### config.mk
export PLATFORM = sky130hd
export DESIGN_NAME = myproject_mac_pipe_signed
export DESIGN_NICKNAME = d
export VERILOG_FILES = /design/src/rtl/myproject_mac_pipe_signed.sv
export SDC_FILE = /design/constraint.sdc
export NUM_CORES = 1
export LEC_CHECK = 0
export CAP_MARGIN = 20
export CORE_MARGIN = 10
export CORE_UTILIZATION = 45
export DETAILED_ROUTE_END_ITERATION = 8
export SLEW_MARGIN = 25
export SYNTH_ARGS = -nofsm -noshare
export SYNTH_HDL_FRONTEND = slang
export SYNTH_SLANG_ARGS = --single-unit
### constraint.sdc
create_clock -name ap_clk -period 5.22 [get_ports ap_clk]
set_input_delay 0.783 -clock ap_clk [delete_from_list [all_inputs] [get_ports ap_clk]]
set_output_delay 0.783 -clock ap_clk [all_outputs]
set_load 0.005 [all_outputs]
### src/rtl/myproject_mac_pipe_signed.sv
// Signed multiply-accumulate pipeline: NUM_STAGE clocks from input beat to result,
// with a global valid/ready stall and optional saturation of the accumulator/result.
module myproject_mac_pipe_signed #(
  parameter int DIN0_WIDTH = 14,
  parameter int DIN1_WIDTH = 18,
  parameter int DOUT_WIDTH = 29,
  parameter int NUM_STAGE  = 3,
  parameter int SAT        = 0
) (
  input  logic                         ap_clk,
  input  logic                         ap_rst_n,
  input  logic signed [DIN0_WIDTH-1:0] din0,
  input  logic signed [DIN1_WIDTH-1:0] din1,
  input  logic                         din_acc,
  input  logic                         din_valid,
  output logic                         din_ready,
  output logic signed [DOUT_WIDTH-1:0] dout,
  output logic                         dout_ovf,
  output logic                         dout_valid,
  input  logic                         dout_ready
);

  localparam int PW = DIN0_WIDTH + DIN1_WIDTH;
  localparam int SW = ((DOUT_WIDTH > PW) ? DOUT_WIDTH : PW) + 1;

  logic                  adv;
  logic signed [PW-1:0]  a_ext, b_ext, prod;
  logic signed [PW-1:0]  fin_p;
  logic                  fin_acc, fin_valid;

  assign adv       = ~(dout_valid & ~dout_ready);
  assign din_ready = adv;

  assign a_ext = {{DIN1_WIDTH{din0[DIN0_WIDTH-1]}}, din0};
  assign b_ext = {{DIN0_WIDTH{din1[DIN1_WIDTH-1]}}, din1};
  assign prod  = a_ext * b_ext;

  // Stages 1..NUM_STAGE-1 carry the product; the last stage is the output register.
  if (NUM_STAGE == 1) begin : g_direct
    assign fin_p     = prod;
    assign fin_acc   = din_acc;
    assign fin_valid = din_valid;
  end else begin : g_pipe
    for (genvar k = 0; k < NUM_STAGE - 1; k++) begin : g_stg
      logic signed [PW-1:0] p_src, p_q;
      logic                 a_src, a_q, v_src, v_q;

      if (k == 0) begin : g_first
        assign p_src = prod;
        assign a_src = din_acc;
        assign v_src = din_valid;
      end else begin : g_next
        assign p_src = g_stg[k-1].p_q;
        assign a_src = g_stg[k-1].a_q;
        assign v_src = g_stg[k-1].v_q;
      end

      always_ff @(posedge ap_clk or negedge ap_rst_n) begin
        if (!ap_rst_n) begin
          p_q <= '0;
          a_q <= 1'b0;
          v_q <= 1'b0;
        end else if (adv) begin
          p_q <= p_src;
          a_q <= a_src;
          v_q <= v_src;
        end
      end
    end
    assign fin_p     = g_stg[NUM_STAGE-2].p_q;
    assign fin_acc   = g_stg[NUM_STAGE-2].a_q;
    assign fin_valid = g_stg[NUM_STAGE-2].v_q;
  end

  logic signed [DOUT_WIDTH-1:0] acc_q, acc_eff, res;
  logic signed [SW-1:0]         s_acc, s_p, s;
  logic [SW-DOUT_WIDTH:0]       s_hi;
  logic                         ovf;

  // The beat leaving this edge has not yet been folded into acc_q, so forward it.
  assign acc_eff = dout_valid ? dout : acc_q;
  assign s_acc   = {{(SW-DOUT_WIDTH){acc_eff[DOUT_WIDTH-1]}}, acc_eff};
  assign s_p     = {{(SW-PW){fin_p[PW-1]}}, fin_p};

  always_comb begin
    s    = fin_acc ? (s_acc + s_p) : s_p;
    s_hi = s[SW-1:DOUT_WIDTH-1];
    ovf  = ~((&s_hi) | ~(|s_hi));
    res  = s[DOUT_WIDTH-1:0];
    if (ovf && (SAT != 0)) begin
      res = s[SW-1] ? {1'b1, {(DOUT_WIDTH-1){1'b0}}} : {1'b0, {(DOUT_WIDTH-1){1'b1}}};
    end
  end

  always_ff @(posedge ap_clk or negedge ap_rst_n) begin
    if (!ap_rst_n) begin
      dout_valid <= 1'b0;
      dout       <= '0;
      dout_ovf   <= 1'b0;
      acc_q      <= '0;
    end else if (adv) begin
      dout_valid <= fin_valid;
      if (fin_valid) begin
        dout     <= res;
        dout_ovf <= ovf;
      end
      if (dout_valid) begin
        acc_q <= dout;
      end
    end
  end

endmodule

==> impl_metrics.ini <==
[finish]
antenna_cells = 0
area_growth_pct = 25.9
layout.cells.most_common = nand2_1
drive_gt1_share_pct = 22.6
utilization_pct = 57.8
final_nets = 2475
final_cell_mix = 278 x nand2_1, 252 x inv_1, 223 x fa_1

[detailed_routing]
routed-via-count = 12800
drtIter0Drc = 642
drt_first_pass_iters = 5
ant_nets = 0
drc = 0
viasPerCell = 4.99
wl_per_cell_um = 15.6
wirelength_um = 39900

[placement]
io_buffers = 68
place_congestion = 0.886
dpl.hpwl_um = 31500

[logic_synthesis]
async_reset_ff_share_pct = 100
ys_types = 67
yosysWarnings = 0
syn_area_per_cell_um2 = 8.91
synth_edf_count = 0
ys_ff_latch = 128
syn_area_mm2 = 0.0165
synthCells = 1846
ys_seq_area_share_pct = 19.5
syn-num-nets = 2234
ys.flop_type = dfrtp_1

[global_routing]
grt_max_degree = 73
antenna_found_initial = 0
overflow = 0
first_global_vias = 13700
grt_util_all_layers_pct = 18.6
grt_pass1_wl_um = 68300

[sta]
setup_ws_ns = -0.709
fmax_mhz = 169
period_minus_slack_ns = 5.93
rsz0062_at_grt = true
slew_headroom_pct = 42.8
tightest_slew_ns = 0.858
fin_skew_ns = 0.00796
fin_worst_hold_slack_ns = 0.219
final_max_slew_viol_count = 0
fin_crit_sh_pct = 114
finalHoldViolCount = 0
finalSetupViolations = 20

[critical_path]
reg2reg_to = dout_ovf
worst_r2r_path_depth = 11
crit_top_cell = fa_1
cp.depth = 24
slowest_stage = fa_2
regToRegStartpoint = dout_valid
startpoint = din0[4]
endpoint = g_pipe.g_stg[0].p_q[31]
cp_max_fo = 5
path_cells = buf_8, buf_6, buf_6, buf_6, nand2_4, fa_1, fa_2, inv_2, fa_1, fa_1, fa_1, inv_2, fa_1, inv_2, ha_4, a21o_1, a21o_1, a21oi_2, nand3_2, o211ai_1, a31oi_1, a21oi_1, xnor2_1, mux2_4
required_ns = 5.52
crit_family = adder cells
ff2ff_setup_slack_ns = 1.17
crit_path_end_kind = flop
worstSetupPathType = in -> reg
critPathLaunchType = primary input
worstPathArrival_ns = 6.23
cp.buffers_inverters = 7
slowest_delay_ns = 0.58

[floorplanning]
fp.dieH_um = 211
fp.coreArea_mm2 = 0.0358
initial_core_util_pct = 45.9
rows = 69
dieArea_mm2 = 0.0446
chipWidth_um = 211
io_pins = 69

[clocking]
clk_pin_slew_ns = 0.05
max-clock-path-buffers = 2
clk_latency_ns = 0.42
h-tree-depth = 4
clock-sinks = 128
cts_made_buffers = 17
cts_tree = built
root_buffer = clkbuf_16

[outcome]
violations = setup timing
status = finished with violations

[worst_hold_path]
hp-class = in -> async

[run]
drv_cap = 0
routing by layer:
metal  share of wire [%]  global-route usage (%)  wire (µm)
met1                  48                    25.0      19100
met2                  47                    31.0      18900
met3                 3.2                    2.39       1260
met4                 1.7                    4.72        693
met5                   0                       0          0
how the worst min path moves through the flow:
stage / from / end / slack (ns)
finish: ap_rst_n / acc_q[7] / 0.22
floorplan: g_pipe.g_stg[0].a_q / g_pipe.g_stg[0].a_q / 0.44
CTS: ap_rst_n / dout[3] / 0.21
global route: ap_rst_n / dout[7] / 0.22
detailed placement: g_pipe.g_stg[0].p_q[3] / fin_p[3] / 0.46
global placement: g_pipe.g_stg[0].p_q[3] / g_pipe.g_stg[0].p_q[3] / 0.45
cell usage after synthesis, drive strengths merged, types with 5 or more instances:
cell	n	share of area, %
nor2b	5	0.19
buf	5	0.12
o211ai	10	0.52
inv	274	6.3
nand3	14	0.43
clkbuf	75	1.7
nand2	292	6.7
o21bai	7	0.32
nand2b	11	0.42
nor3	12	0.43
a21oi	82	2.5
and2	133	5.1
nor2	140	3.2
dfrtp	128	19
nand4	9	0.34
mux2i	23	1.4
and3	6	0.23
a31oi	6	0.27
nor3b	5	0.23
a211oi	8	0.43
fa	244	30
ha	107	8.1
xnor2	38	2.0
mux2	29	2.0
a21o	30	1.4
o21ai	66	2.1
xor2	21	1.1
o21a	17	0.78
per-stage QoR:
step,setup WS [ns],cells,TNS (ns),instance area (µm²)
3_3_place_gp,-1.54,2472,-26.67,19100
3_5_place_dp,-1.58,2472,-28.03,19100
5_1_grt,-0.920,2560,-11.71,20700
2_1_floorplan,-0.783,1846,-7.17,17000
4_1_cts,-0.838,2551,-9.67,20500
6_report,-0.709,2560,-7.80,20700
area by class of cell:
class	count	area, µm²
Fill cell	3164	15100
Multi-Input combinational cell	1364	12500
Sequential cell	128	3200
Timing Repair Buffer	302	2740
Inverter	274	1030
Tap cell	461	577
Clock buffer	21	460
Clock inverter	10	183
flip-flops by register name, indices dropped and copies added, names as in the netlist:
name,flops
fin_acc,1
dout_valid,1
g_pipe.g_stg.a_q,1
dout_ovf,1
fin_valid,1
acc_q,29
g_pipe.g_stg.p_q,32
g_pipe.g_stg.v_q,1
dout,29
fin_p,32
cells by family after synthesis:
group                      after synthesis  synth area share, %
and+or+nand+nor                        648                 18.1
buffers and inverters                  354                 8.08
adders and majority gates              351                 37.8
AOI/OAI and AO/OA                      254                 9.98
DFF                                    128                 19.5
xor gates and xnor gates                59                 3.14
muxes                                   52                 3.38
timing repair:
item | CTS | global route
pin swaps | 118 | 103
setup endpoints to repair | 23 | 23
gates resized for setup | 182 | 100
cloned | 9 | 0
hold buffers | 0 | 0
setup buffers | 43 | 15
Power is left out: the tool's default activity adds up to more than one toggle a clock period on the data nets, which glitch-free logic cannot reach.
